[src/rtl/traffic_pkg.sv]
// Shared types and codes for the traffic-light controller: state encoding,
// lamp codes, interval-select codes and the state-to-lamp decode.
package traffic_pkg;

   typedef enum logic [2:0] {
      S_MG1    = 3'd0,
      S_MG2    = 3'd1,
      S_MY     = 3'd2,
      S_WALK   = 3'd3,
      S_SG     = 3'd4,
      S_SG_EXT = 3'd5,
      S_SY     = 3'd6
   } state_e;

   localparam logic [2:0] LAMP_R = 3'b100;
   localparam logic [2:0] LAMP_Y = 3'b010;
   localparam logic [2:0] LAMP_G = 3'b001;

   localparam logic [1:0] SEL_BASE = 2'b00;
   localparam logic [1:0] SEL_EXT  = 2'b01;
   localparam logic [1:0] SEL_YEL  = 2'b10;

   typedef struct packed {
      logic [2:0] main;
      logic [2:0] side;
      logic       walk;
   } lamps_t;

   // Steady lamp pattern of each state; the walk lamp is shaped further by the top.
   function automatic lamps_t state_lamps(input state_e s);
      lamps_t l;
      l = '{main: LAMP_R, side: LAMP_R, walk: 1'b0};
      case (s)
         S_MG1, S_MG2:    l.main = LAMP_G;
         S_MY:            l.main = LAMP_Y;
         S_WALK:          l.walk = 1'b1;
         S_SG, S_SG_EXT:  l.side = LAMP_G;
         S_SY:            l.side = LAMP_Y;
         default:         l.main = LAMP_G;
      endcase
      return l;
   endfunction

endpackage

[src/rtl/interval_timer.sv]
// Dwell timer: prescaler of CLK_PER_SEC cycles feeding a seconds down-counter.
// With WALK_BLINK_EN defined, also provides half_sec for the walk-lamp blink.
module interval_timer #(
   parameter int unsigned CLK_PER_SEC = 100,
   parameter int unsigned TW          = 4,
   parameter int unsigned RST_VAL     = 6
) (
   input  logic          clock,
   input  logic          reset,
   input  logic          load,
   input  logic [TW-1:0] value,
`ifdef WALK_BLINK_EN
   output logic          half_sec,
`endif
   output logic          expired
);

   localparam int unsigned PW = (CLK_PER_SEC > 1) ? $clog2(CLK_PER_SEC) : 1;
   localparam logic [PW-1:0] PRE_LAST = PW'(CLK_PER_SEC - 1);
   localparam logic [TW-1:0] RST_SEC  = (RST_VAL == 0) ? TW'(1) : TW'(RST_VAL);

   logic [PW-1:0] pre_q, pre_d;
   logic [TW-1:0] sec_q, sec_d;

   // A zero interval would never expire, so it runs as one second.
   function automatic logic [TW-1:0] clamp_sec(input logic [TW-1:0] v);
      return (v == '0) ? TW'(1) : v;
   endfunction

   always_comb begin
      pre_d = pre_q;
      sec_d = sec_q;
      if (load) begin
         pre_d = '0;
         sec_d = clamp_sec(value);
      end else if (pre_q == PRE_LAST) begin
         pre_d = '0;
         sec_d = sec_q - TW'(1);
      end else begin
         pre_d = pre_q + PW'(1);
      end
   end

   always_ff @(posedge clock or negedge reset) begin
      if (!reset) begin
         pre_q <= '0;
         sec_q <= RST_SEC;
      end else begin
         pre_q <= pre_d;
         sec_q <= sec_d;
      end
   end

   assign expired = (sec_q == TW'(1)) && (pre_q == PRE_LAST);

`ifdef WALK_BLINK_EN
   localparam logic [PW-1:0] PRE_HALF = PW'(CLK_PER_SEC / 2);
   // Low only during the first half of the final second, high otherwise.
   assign half_sec = !((sec_q == TW'(1)) && (pre_q < PRE_HALF));
`endif

endmodule

[src/rtl/traffic_light_fsm.sv]
// Main/side street traffic-light controller with pedestrian walk phase and
// programmable intervals. Optional walk-lamp blink: define WALK_BLINK_EN.
module traffic_light_fsm
   import traffic_pkg::*;
#(
   parameter int unsigned CLK_PER_SEC = 100,
   parameter int unsigned TW          = 4,
   parameter int unsigned T_BASE      = 6,
   parameter int unsigned T_EXT       = 3,
   parameter int unsigned T_YEL       = 2
) (
   input  logic          clock,
   input  logic          reset,
   input  logic          sensor_sync,
   input  logic          wr_sync,
   input  logic          prog_sync,
   input  logic [1:0]    time_sel,
   input  logic [TW-1:0] time_value,
   output logic [2:0]    main_light,
   output logic [2:0]    side_light,
   output logic          walk_light
);

   state_e        state_q, state_d;
   logic [TW-1:0] base_q, base_d;
   logic [TW-1:0] ext_q, ext_d;
   logic [TW-1:0] yel_q, yel_d;
   logic          walk_pend_q, walk_pend_d;
   logic          tmr_load_c;
   logic [TW-1:0] tmr_val_c;
   logic          expired_c;
   lamps_t        lamps_c;

   // Interval registers written by the reprogram strobe.
   always_comb begin
      base_d = base_q;
      ext_d  = ext_q;
      yel_d  = yel_q;
      if (prog_sync) begin
         case (time_sel)
            SEL_BASE: base_d = time_value;
            SEL_EXT:  ext_d  = time_value;
            SEL_YEL:  yel_d  = time_value;
            default:  ;
         endcase
      end
   end

   // Next state, timer reload and walk request bookkeeping.
   always_comb begin
      state_d     = state_q;
      tmr_load_c  = 1'b0;
      tmr_val_c   = base_q;
      walk_pend_d = walk_pend_q;
      if (prog_sync) begin
         state_d    = S_MG1;
         tmr_load_c = 1'b1;
         tmr_val_c  = base_d;
      end else if (expired_c) begin
         tmr_load_c = 1'b1;
         case (state_q)
            S_MG1: begin
               state_d   = S_MG2;
               tmr_val_c = sensor_sync ? ext_q : base_q;
            end
            S_MG2: begin
               state_d   = S_MY;
               tmr_val_c = yel_q;
            end
            S_MY: begin
               state_d   = walk_pend_q ? S_WALK : S_SG;
               tmr_val_c = walk_pend_q ? ext_q : base_q;
            end
            S_WALK: begin
               state_d     = S_SG;
               tmr_val_c   = base_q;
               walk_pend_d = 1'b0;
            end
            S_SG: begin
               state_d   = sensor_sync ? S_SG_EXT : S_SY;
               tmr_val_c = sensor_sync ? ext_q : yel_q;
            end
            S_SG_EXT: begin
               state_d   = S_SY;
               tmr_val_c = yel_q;
            end
            S_SY: begin
               state_d   = S_MG1;
               tmr_val_c = base_q;
            end
            default: begin
               state_d   = S_MG1;
               tmr_val_c = base_q;
            end
         endcase
      end
      // A request made while walking is already being served.
      if (wr_sync && (state_q != S_WALK)) begin
         walk_pend_d = 1'b1;
      end
   end

   always_ff @(posedge clock or negedge reset) begin
      if (!reset) begin
         state_q     <= S_MG1;
         base_q      <= TW'(T_BASE);
         ext_q       <= TW'(T_EXT);
         yel_q       <= TW'(T_YEL);
         walk_pend_q <= 1'b0;
      end else begin
         state_q     <= state_d;
         base_q      <= base_d;
         ext_q       <= ext_d;
         yel_q       <= yel_d;
         walk_pend_q <= walk_pend_d;
      end
   end

`ifdef WALK_BLINK_EN
   logic blink_c;

   interval_timer #(
      .CLK_PER_SEC (CLK_PER_SEC),
      .TW          (TW),
      .RST_VAL     (T_BASE)
   ) u_timer (
      .clock    (clock),
      .reset    (reset),
      .load     (tmr_load_c),
      .value    (tmr_val_c),
      .half_sec (blink_c),
      .expired  (expired_c)
   );
`else
   interval_timer #(
      .CLK_PER_SEC (CLK_PER_SEC),
      .TW          (TW),
      .RST_VAL     (T_BASE)
   ) u_timer (
      .clock   (clock),
      .reset   (reset),
      .load    (tmr_load_c),
      .value   (tmr_val_c),
      .expired (expired_c)
   );
`endif

   // Lamps follow the state register with no added latency.
   always_comb begin
      lamps_c = state_lamps(state_q);
`ifdef WALK_BLINK_EN
      if (state_q == S_WALK) begin
         lamps_c.walk = blink_c;
      end
`endif
   end

   assign main_light = lamps_c.main;
   assign side_light = lamps_c.side;
   assign walk_light = lamps_c.walk;

endmodule

[config.mk]
export PLATFORM = sky130hd
export DESIGN_NAME = traffic_light_fsm
export DESIGN_NICKNAME = d
export VERILOG_FILES = /design/src/rtl/traffic_pkg.sv /design/src/rtl/interval_timer.sv /design/src/rtl/traffic_light_fsm.sv
export SDC_FILE = /design/constraint.sdc
export NUM_CORES = 1
export LEC_CHECK = 0
export BUFFER_PORTS_ARGS = -buffer_cell sky130_fd_sc_hd__clkbuf_2
export CAP_MARGIN = 5
export CORE_UTILIZATION = 60
export CTS_CLUSTER_SIZE = 40
export DETAILED_ROUTE_END_ITERATION = 16
export GPL_TIMING_DRIVEN = 0
export PLACE_DENSITY = 0.81
export SLEW_MARGIN = 25
export SYNTH_ARGS = -nofsm -noshare
export SYNTH_HDL_FRONTEND = slang
export SYNTH_HIERARCHICAL = 1
export SYNTH_SLANG_ARGS = --single-unit
[constraint.sdc]
create_clock -name clock -period 4.4 [get_ports clock]
set_clock_uncertainty 0.15 [all_clocks]
set_input_delay 0 -clock clock [delete_from_list [all_inputs] [get_ports clock]]
set_output_delay 0 -clock clock [all_outputs]
set_load 0.01 [all_outputs]
==> results of run 1 <==
what timing repair did:
item | 4_1_cts | 5_1_grt
setup buffers | 0 | 0
gates resized for setup | 0 | 0
hold buffers | 14 | 0
hold endpoints to repair | 40 | 0
metal layers:
| layer | global-route usage | up-vias |
|---|---|---|
| li1 | - | 741 |
| met1 | 0.371 | 760 |
| met2 | 0.429 | 64 |
| met3 | 0.0558 | 15 |
| met4 | 0.132 | 0 |
| met5 | 0 | - |
cell families (layout without fill, tap and decap cells):
kind of cell / Yosys count / after routing / share of synthesized area
buf+inv: 22 / 56 / 0.0577
flops: 27 / 27 / 0.395
xor+xnor: 3 / 3 / 0.0152
mux: 21 / 21 / 0.128
simple gates: 64 / 64 / 0.211
fa+ha+maj: 3 / 3 / 0.0216
compound gates: 47 / 47 / 0.172
flip-flops by register name, summed over array words and instances, names as in the netlist:
register	flops
ext_q	4
u_timer/pre_q	7
u_timer/sec_q	4
base_q	4
yel_q	4
walk_pend_q	1
state_q	3
stage by stage:
step,setup slack (ns),hold slack [ns]
2_1_floorplan,2.05,-0.446
3_3_place_gp,1.78,-0.0990
3_5_place_dp,1.71,-0.0868
4_1_cts,1.69,0.0187
5_1_grt,1.45,0.0491
6_report,1.62,0.0251
Yosys cell counts (2+ instances only):
master,number
a32oi_1,2
nor2_1,14
nand2b_1,2
buf_4,2
a21oi_1,12
inv_1,12
xor2_1,2
o31a_1,2
o22ai_1,3
dfstp_2,7
o31ai_1,2
ha_1,3
nand2_1,15
mux2i_1,11
or3_1,4
nand3_1,5
a31oi_1,3
nand4b_1,3
o21ai_0,15
dfrtp_1,20
clkbuf_1,5
nand3b_1,3
nor3_1,5
buf_2,2
nor2b_1,4
mux2_2,8
mux2_1,2
layout by cell type, fill, tap and decap left out, types with 4 or more instances in the layout:
cell type / synthesis / layout
dfstp_2: 7 / 7
nand2_1: 15 / 15
clkbuf_1: 5 / 6
dlygate4sd3_1: 0 / 14
o21ai_0: 15 / 15
or3_1: 4 / 4
inv_1: 12 / 12
nor2_1: 14 / 14
nor2b_1: 4 / 4
mux2i_1: 11 / 11
mux2_2: 8 / 8
clkbuf_2: 0 / 16
nand3_1: 5 / 5
dfrtp_1: 20 / 20
a21oi_1: 12 / 12
nor3_1: 5 / 5
power groups by stage:
| stage | clock [uW] | combinational (uW) | sequential [uW] |
|---|---|---|---|
| finish | 110 | 115 | 317 |
| global route | 120 | 130 | 320 |
| CTS | 112 | 114 | 314 |
| detailed placement | 0 | 99.4 | 319 |
| global placement | 0 | 94.4 | 316 |
| floorplan | 0 | 73.9 | 307 |
final timing paths:
kind	slack, ns	to	cells past startpoint	start
setup / recovery	1.62	u_timer/sec_q[0]	9	u_timer/pre_q[0]
hold / removal	0.03	ext_q[3]	3	prog_sync
setup reg to reg	1.62	u_timer/sec_q[0]	9	u_timer/pre_q[0]
hold reg to reg	0.35	u_timer/pre_q[0]	1	u_timer/pre_q[0]
max in group asynchronous	3.62	u_timer/pre_q[1]	2	reset
min in group asynchronous	0.05	walk_pend_q	2	reset
worst max-delay path: cells and delay by family (launching register included):
family	cells	cell delay [ns]
buffers and inverters	1	0.37
adders and majority gates	1	0.29
DFF	1	0.41
and+or+nand+nor	5	0.92
AOI/OAI and AO/OA	2	0.57
cell type report:
cell class                 count  share of cell area
buffer                        10              0.0273
inverter                      12              0.0223
sequential                    27               0.339
clock buffer                   4              0.0130
multi-input combinational    138               0.470
timing repair buffer          30               0.109
tap                           31              0.0192
==> results by group, run 1 <==
Run status
  • Status: finished clean

Floorplanning
  • Die Y: 55.8 um
  • Die area: 3110 um^2
  • Die Width: 55.8 um
  • Core area: 2760 um^2
  • Starting density of the core: 0.629
  • # IOs: 18
  • Rows: 19

Global route
  • Global-route wire length before repair: 6.75 mm
  • Initial antenna violation count: 0
  • Largest net degree at the start of global routing: 28
  • GRT overflow: 0
  • All-Layer GR Usage: 0.276
  • Vias in the first global route: 1,541

Clock network
  • Root buffer cell: clkbuf_4
  • Clock sinks: 27
  • TritonCTS Buffers: 3
  • H-tree depth: 1
  • Clock Latency Late Sink: 0.33 ns
  • TritonCTS clock tree: built
  • Clk pin slew, worst setup/hold paths: 0.15 ns
  • Max Buffers Root-to-Sink: 2

Logic synthesis
  • Synth area leader: dfrtp_1
  • Share of flip-flops with an asynchronous set or reset: 1.00
  • Post-Syn Instances: 187
  • Mean post-synth cell area: 9.27 um^2
  • Yosys warns: 6
  • Yosys cell types: 46
  • Syn_nets: 201
  • Seq/Total Area, Yosys: 0.395
  • Top post-synthesis cells by area: dfrtp_1 (29%), dfstp_2 (11%), mux2i_1 (6.3%), mux2_2 (5.2%), o21ai_0 (4.3%)
  • Share of the synthesized area in the top cell type: 0.289
  • Primary FF master, synth: dfrtp_1
  • #FFs+latches synth: 27
  • Cell Area, Synth: 1730 um^2
  • Post-synth EDFFs: 0

Worst setup path
  • Crit path largest cell delay: 0.41 ns
  • Worst Setup End Kind: flop
  • CP Class: reg -> reg
  • Crit-path cells: ha_1 > nand4bb_4 > nor3_1 > clkbuf_1 > nand3_1 > o31a_1 > nor3_1 > nor3_1 > a31oi_1
  • Worst Path Arrival: 2.88 ns
  • Slowest cell on crit path: dfrtp_1
  • Most Frequent Cell on Critical Path: nor3_1
  • CP max FO: 10
  • CP startpoint kind: flop
  • Crit path required time: 4.50 ns

STA
  • Slew headroom: 0.568
  • Tmin final: 2.78 ns
  • Tcrit/Tclk final: 0.631
  • Setup violations, final: 0
  • Tightest Pin Transition: 0.641 ns
  • RSZ-0062 raised after global routing: no
  • Fmax: 0.360 GHz
  • Final hold vios: 0
  • Setup TNS: 0 ns
  • Max-slew violation count: 0

Place
  • I/O Buffers: 16
  • Gpl congestion: 0.897
  • Cell count after placement: 234
  • Post-DP Area: 1850 um^2
  • HPWL Detailed: 2.74 mm

Power and ir drop
  • Seq pwr share: 0.584
  • Overall power: 542 uW
  • PD cells: 268 nW/um^2
  • Clock power frac: 0.203
  • Internal power: 381 uW
  • Logic pwr share: 0.213
  • Pleak: 0.000863 uW
  • Sw Ratio: 0.296
  • P_sw: 161 uW
  • Maximum VDD drop: 0.328 mV

Run
  • Max cap viols: 0

Final layout
  • Sequential cell area: 684 um^2
  • Post-route cell area: 2020 um^2
  • Post-route insts no fill: 252
  • Area Overhead vs Synth: 16.5%
  • Multi-input gate area: 950 um^2
  • Antenna Cells: 0
  • Final Util: 0.732
  • FILL cells: 209
  • Layout net count: 236
  • Layout cells sized above 1: 0.213

Routing
  • Vias: 1,580
  • Avg Vias per Cell: 6.27
  • DR iter-0 viols: 100
  • WL met2: 1.78 mm
  • DR top layer: met4
  • Met3 WL: 227 um
  • Detail Route Antenna Nets: 0
  • Drt first pass iters: 4
  • WL/cell: 15.1 um
  • # DRC: 0
  • Met1 Wirelength: 1.69 mm
  • Routed WL: 3.81 mm

Worst hold path
  • Hold/Removal Path Class: in -> reg
(Power assumes the default switching activity.)
==> inputs of run 2 (changes only) <==
Settings changed: CORE_UTILIZATION 60 to 52, PLACE_DENSITY 0.81 to 0.75.
Clock period 4.4 ns to 2.5 ns, I/O delays scaled along.
==> results by group, run 2 (synthesized netlist as in run 1, its figures left out) <==
Clock network
  • H-tree depth: 1 (unchanged)
  • TritonCTS Buffers: 3 (unchanged)
  • Clock sinks: 27 (unchanged)
  • TritonCTS clock tree: built (unchanged)
  • Max Buffers Root-to-Sink: 2 (unchanged)
  • Clock Latency Late Sink: 0.32 ns (was 0.33 ns)
  • Root buffer cell: clkbuf_4 (unchanged)
  • Clk pin slew, worst setup/hold paths: 0.14 ns (was 0.15 ns)

Run
  • Max cap viols: 0 (unchanged)

Place
  • Gpl congestion: 0.868 (was 0.897)
  • Post-DP Area: 1870 um^2 (was 1850 um^2)
  • I/O Buffers: 16 (unchanged)
  • HPWL Detailed: 2.72 mm (was 2.74 mm)
  • Worst slack at placement: -0.0815 ns (was 1.71 ns)

Floorplanning
  • Rows: 20 (was 19)
  • Core area: 3100 um^2 (was 2760 um^2)
  • # IOs: 18 (unchanged)
  • Die area: 3570 um^2 (was 3110 um^2)
  • Die Y: 59.8 um (was 55.8 um)
  • Die Width: 59.8 um (was 55.8 um)
  • Starting density of the core: 0.559 (was 0.629)

STA
  • Fmax: 0.427 GHz (was 0.360 GHz)
  • Max-slew violation count: 0 (unchanged)
  • Setup violations, final: 0 (unchanged)
  • Tcrit/Tclk final: 0.938 (was 0.631)
  • Min setup slack post-route: 0.156 ns (was 1.62 ns)
  • Final hold vios: 0 (unchanged)
  • Worst hold slack: 0.0416 ns (was 0.0251 ns)
  • Slew headroom: 0.557 (was 0.568)
  • Tightest Pin Transition: 0.658 ns (was 0.641 ns)
  • Tmin final: 2.34 ns (was 2.78 ns)

Global route
  • All-Layer GR Usage: 0.241 (was 0.276)
  • Vias in the first global route: 1,437 (was 1,541)
  • Global-route wire length before repair: 6.35 mm (was 6.75 mm)
  • Initial antenna violation count: 0 (unchanged)
  • GRT overflow: 0 (unchanged)
  • Largest net degree at the start of global routing: 28 (unchanged)

Routing
  • Drt first pass iters: 5 (was 4)
  • Avg Vias per Cell: 5.89 (was 6.27)
  • # DRC: 0 (unchanged)
  • Vias: 1,591 (was 1,580)
  • Routed WL: 4.07 mm (was 3.81 mm)
  • WL/cell: 15.1 um (about the same)
  • DR iter-0 viols: 79 (was 100)
  • Detail Route Antenna Nets: 0 (unchanged)

Final layout
  • Commonest non-fill, non-tap cell in the layout: dfrtp_1 (unchanged)
  • Multi-input gate area: 976 um^2 (was 950 um^2)
  • Max reg flops: 7 (unchanged)
  • Sequential cell area: 684 um^2 (unchanged)
  • Most frequent cells in the layout: dfrtp_1 (20), clkbuf_2 (16), nand2_1 (15), o21ai_0 (15) (unchanged)
  • Layout cells sized above 1: 0.252 (was 0.213)
  • FILL cells: 265 (was 209)
  • Biggest register: u_timer/pre_q (unchanged)
  • Antenna Cells: 0 (unchanged)
  • Area Overhead vs Synth: 21.3% (was 16.5%)
  • Layout net count: 241 (was 236)
  • Post-route cell area: 2100 um^2 (was 2020 um^2)

Worst setup path
  • CP Class: reg -> reg (unchanged)
  • Crit path required time: 2.60 ns (was 4.50 ns)
  • Worst Path Arrival: 2.45 ns (was 2.88 ns)
  • Slowest cell on crit path: dfstp_2 (was dfrtp_1)
  • Worst Setup End Kind: flop (unchanged)
  • Crit path largest cell delay: 0.56 ns (was 0.41 ns)
  • CP max FO: 5 (was 10)
  • CP startpoint kind: flop (unchanged)
  • Crit-path cells: inv_2 > ha_1 > nand2_1 > nor3_2 > buf_4 > or2_4 > or3_1 > nor4_2 > mux2i_1 (was ha_1 > nand4bb_4 > nor3_1 > clkbuf_1 > nand3_1 > o31a_1 > nor3_1 > nor3_1 > a31oi_1)

Power and ir drop
  • Maximum VDD drop: 0.362 mV (was 0.328 mV)
  • PD cells: 456 nW/um^2 (was 268 nW/um^2)
  • Pleak: 0.000895 uW (was 0.000863 uW)

Worst hold path
  • Hold/Removal Path Class: in -> reg (unchanged)

Run status
  • Status: finished clean (unchanged)
-- run 2: layout make-up --
class,count,share of cell area
plain buffers,10,0.0280
clock buffers,4,0.0125
inverters,12,0.0214
multi-input cells,138,0.464
flip-flops and latches,27,0.325
well taps,44,0.0262
repair buffers,35,0.123
-- run 2: path summary, 6_finish.rpt --
kind,endpoint,slack (ns),depth (start not counted),startpoint
min in group asynchronous,state_q[2],0.07,2,reset
worst max register to register,u_timer/sec_q[3],0.16,9,u_timer/sec_q[1]
worst min-delay path,yel_q[1],0.04,3,prog_sync
max in group asynchronous,base_q[0],1.70,2,reset
worst min register to register,u_timer/sec_q[3],0.37,1,u_timer/sec_q[3]
worst max-delay path,u_timer/sec_q[3],0.16,9,u_timer/sec_q[1]
-- run 2: through the flow --
| stage | setup TNS (ns) | power [uW] | utilization | instances |
|---|---|---|---|---|
| 2_1_floorplan | 0 | 671 | - | 187 |
| 5_1_grt | -0.00260 | 1010 | 0.678 | 270 |
| 3_5_place_dp | -0.140 | 737 | 0.602 | 247 |
| 6_report | 0 | 960 | 0.678 | 270 |
| 4_1_cts | 0 | 950 | 0.658 | 265 |
| 3_3_place_gp | -0.155 | 723 | 0.602 | 247 |
-- run 2: layer usage --
metal  vias up  wire length (um)  global-route usage
li1        750                 -                   -
met2        76              1870               0.363
met1       747              1750               0.323
met3        18               291              0.0541
met4         0               165               0.123
met5         -                 0                   0
-- run 2: timing repair --
action / CTS / global route
setup endpoints to repair: 2 / 7
gates cloned: 0 / 0
hold endpoints to repair: 40 / 0
hold buffers: 14 / 0
resized for setup: 2 / 8
pin swaps: 0 / 3
setup buffers: 0 / 5
-- run 2: critical path: cells and delay by family (launching register included) --
family	cells	cell delay (ns)
multiplexers	1	0.22
AND/OR/NAND/NOR	5	0.98
flip-flops	1	0.56
buffers and inverters	2	0.21
adder cells (fa/ha/maj)	1	0.17
-- run 2: where the power goes --
part           switching, uW  internal (uW)  leakage, uW
Clock                    125           62.4    0.0000150
Sequential              56.2            504     0.000326
Combinational            102            111     0.000554
Total                    283            677     0.000895
==> inputs of run 3 (changes only) <==
Settings changed: REMOVE_ABC_BUFFERS set to 1.
==> results by group, run 3 (synthesized netlist as in run 1, its figures left out) <==
Run status
  • Status: finished clean (unchanged)

Worst setup path
  • CP Class: reg -> reg (unchanged)
  • Worst Setup End Kind: flop (unchanged)
  • Slowest cell on crit path: dfstp_2 (unchanged)
  • Crit path required time: 2.60 ns (about the same)
  • R2R depth: 9 (unchanged)
  • Crit path largest cell delay: 0.56 ns (about the same)
  • FF-to-FF setup slack: 0.06 ns (was 0.16 ns)
  • CP max FO: 7 (was 5)
  • Crit-path cells: inv_1 > ha_1 > nand2_2 > nor3_4 > buf_6 > or2_4 > or3_1 > nor4_2 > mux2i_1 (was inv_2 > ha_1 > nand2_1 > nor3_2 > buf_4 > or2_4 > or3_1 > nor4_2 > mux2i_1)
  • Worst R2R End: u_timer/sec_q[3] (unchanged)
  • Crit path buffers/inverters: 2 (unchanged)
  • Family with the most delay on the worst path: simple AND/OR/NAND/NOR gates (unchanged)
  • Worst Path Arrival: 2.54 ns (was 2.45 ns)
  • Worst flop-to-flop path startpoint: u_timer/sec_q[1] (unchanged)
  • CP startpoint kind: flop (unchanged)

Clock network
  • H-tree depth: 1 (unchanged)
  • Clk pin slew, worst setup/hold paths: 0.15 ns (was 0.14 ns)
  • Root buffer cell: clkbuf_4 (unchanged)
  • TritonCTS clock tree: built (unchanged)
  • TritonCTS Buffers: 3 (unchanged)
  • Clock sinks: 27 (unchanged)
  • Clock Latency Late Sink: 0.32 ns (about the same)
  • Max Buffers Root-to-Sink: 2 (unchanged)

STA
  • Tightest Pin Transition: 0.664 ns (was 0.658 ns)
  • Min setup slack post-route: 0.0603 ns (was 0.156 ns)
  • Max-slew violation count: 0 (unchanged)
  • Slew headroom: 0.558 (was 0.557)
  • Final hold vios: 0 (unchanged)
  • Tmin final: 2.44 ns (was 2.34 ns)
  • Tcrit/Tclk final: 0.976 (was 0.938)
  • Setup violations, final: 0 (unchanged)
  • Fmax: 0.410 GHz (was 0.427 GHz)
  • Worst hold slack: 0.0621 ns (was 0.0416 ns)
  • RSZ-0062 raised after global routing: yes

Global route
  • Vias in the first global route: 1,418 (was 1,437)
  • Largest net degree at the start of global routing: 28 (unchanged)
  • Initial antenna violation count: 0 (unchanged)
  • GRT met2 Usage: 0.392 (was 0.363)
  • GRT busiest layer: met2 (unchanged)
  • Global-route wire length before repair: 6.37 mm (was 6.35 mm)
  • All-Layer GR Usage: 0.238 (was 0.241)
  • GRT overflow: 0 (unchanged)
  • Grt met3 use: 0.0303 (was 0.0541)
  • GR Util met1: 0.323 (unchanged)

Floorplanning
  • # IOs: 18 (unchanged)
  • Starting density of the core: 0.559 (unchanged)
  • Core area: 3100 um^2 (unchanged)
  • Rows: 20 (unchanged)
  • Die Y: 59.8 um (unchanged)
  • Die Width: 59.8 um (unchanged)
  • Die area: 3570 um^2 (unchanged)

Routing
  • Routed WL: 4.10 mm (was 4.07 mm)
  • # DRC: 0 (unchanged)
  • WL/cell: 15.8 um (was 15.1 um)
  • Vias: 1,556 (was 1,591)
  • DR iter-0 viols: 127 (was 79)
  • Drt first pass iters: 4 (was 5)
  • Detail Route Antenna Nets: 0 (unchanged)
  • Avg Vias per Cell: 6.01 (was 5.89)

Final layout
  • Most frequent cells in the layout: dfrtp_1 (19), clkbuf_2 (16), o21ai_0 (15) (was dfrtp_1 (20), clkbuf_2 (16), nand2_1 (15), o21ai_0 (15))
  • Multi-input gate area: 986 um^2 (was 976 um^2)
  • Layout net count: 230 (was 241)
  • Sequential cell area: 686 um^2 (was 684 um^2)
  • Max reg flops: 7 (unchanged)
  • FILL cells: 264 (was 265)
  • Commonest non-fill, non-tap cell in the layout: dfrtp_1 (unchanged)
  • Area Overhead vs Synth: 18.4% (was 21.3%)
  • Layout cells sized above 1: 0.247 (was 0.252)
  • Antenna Cells: 0 (unchanged)
  • Biggest register: u_timer/pre_q (unchanged)
  • Post-route cell area: 2050 um^2 (was 2100 um^2)

Power and ir drop
  • Seq pwr share: 0.579 (was 0.583)
  • Maximum VDD drop: 0.296 mV (was 0.362 mV)
  • P_sw: 289 uW (was 283 uW)
  • Pleak: 0.000876 uW (was 0.000895 uW)
  • Internal power: 673 uW (was 677 uW)
  • PD cells: 469 nW/um^2 (was 456 nW/um^2)
  • Clock power frac: 0.197 (was 0.195)
  • Sw Ratio: 0.300 (was 0.295)
  • Logic pwr share: 0.224 (was 0.222)

Worst hold path
  • Hold path depth: 3 (unchanged)
  • Hold Startpoint: time_sel[1] (was prog_sync)
  • WHS Endpoint: yel_q[2] (was yel_q[1])
  • Hold/Removal Path Class: in -> reg (unchanged)

Place
  • Gpl congestion: 0.802 (was 0.868)
  • HPWL Detailed: 2.77 mm (was 2.72 mm)
  • Worst slack at placement: -0.403 ns (was -0.0815 ns)
  • I/O Buffers: 17 (was 16)
  • Post-DP Area: 1820 um^2 (was 1870 um^2)

Run
  • Max cap viols: 0 (unchanged)
-- run 3: cell types whose count changed in the layout (fill, tap and decap cells not counted), moves of 2 or more --
| cell | previous run | this run |
|---|---|---|
| buf_2 | 2 | 0 |
| clkbuf_1 | 5 | 0 |
| nor3_4 | 0 | 2 |
| buf_4 | 8 | 2 |
-- run 3: cell type report --
| class | instances | area share |
|---|---|---|
| flip-flops and latches | 27 | 0.334 |
| clock inverters | 1 | 0.00244 |
| well taps | 44 | 0.0268 |
| repair buffers | 34 | 0.124 |
| clock buffers | 3 | 0.0110 |
| multi-input cells | 138 | 0.480 |
| inverters | 12 | 0.0219 |
-- run 3: routing by layer --
metal	vias to the layer above	wire [um]	share of wire
met5	-	0	0
met4	0	85	0.021
met3	10	216	0.053
met2	67	1980	0.48
met1	752	1810	0.44
li1	727	-	-
-- run 3: how the worst max path moves through the flow --
stage | from | cells after the start | end | slack, ns
5_1_grt | u_timer/sec_q[1] | 9 | u_timer/sec_q[3] | -0.06
2_1_floorplan | u_timer/pre_q[0] | 8 | u_timer/sec_q[0] | 0.04
3_5_place_dp | u_timer/pre_q[0] | 8 | u_timer/sec_q[0] | -0.40
4_1_cts | u_timer/pre_q[0] | 8 | u_timer/sec_q[0] | 0.03
6_report | u_timer/sec_q[1] | 9 | u_timer/sec_q[3] | 0.06
3_3_place_gp | u_timer/pre_q[0] | 8 | u_timer/sec_q[0] | -0.43
-- run 3: repair_timing --
| item | in CTS | in global routing |
|---|---|---|
| resized for setup | 2 | 10 |
| hold buffers | 14 | 0 |
| setup endpoints to repair | 10 | 8 |
| buffers inserted | 0 | 3 |
| pin swaps | 0 | 4 |
| endpoints found under the hold margin | 43 | 0 |
-- run 3: power by group through the flow --
stage | clock [uW] | sequential, uW | combinational, uW
after floorplan | 0 | 541 | 126
after global placement | 0 | 555 | 166
after detailed placement | 0 | 561 | 177
after CTS | 194 | 553 | 205
after global routing | 207 | 561 | 239
final | 190 | 557 | 215
-- run 3: metrics by stage --
stage | TNS [ns] | power [uW] | util | instances
finish | 0 | 962 | 0.662 | 259
global placement | -2.01 | 721 | 0.586 | 238
CTS | 0 | 952 | 0.644 | 256
floorplan | 0 | 667 | - | 177
global route | -0.117 | 1010 | 0.662 | 259
detailed placement | -2.09 | 739 | 0.586 | 238
-- run 3: worst register-to-register path, cell delays in order (launching register included) --
cell and delay [ns]:
dfstp_2 0.56, inv_1 0.06, ha_1 0.19, nand2_2 0.08, nor3_4 0.07, buf_6 0.15, or2_4 0.25, or3_1 0.33
nor4_2 0.32, mux2i_1 0.23
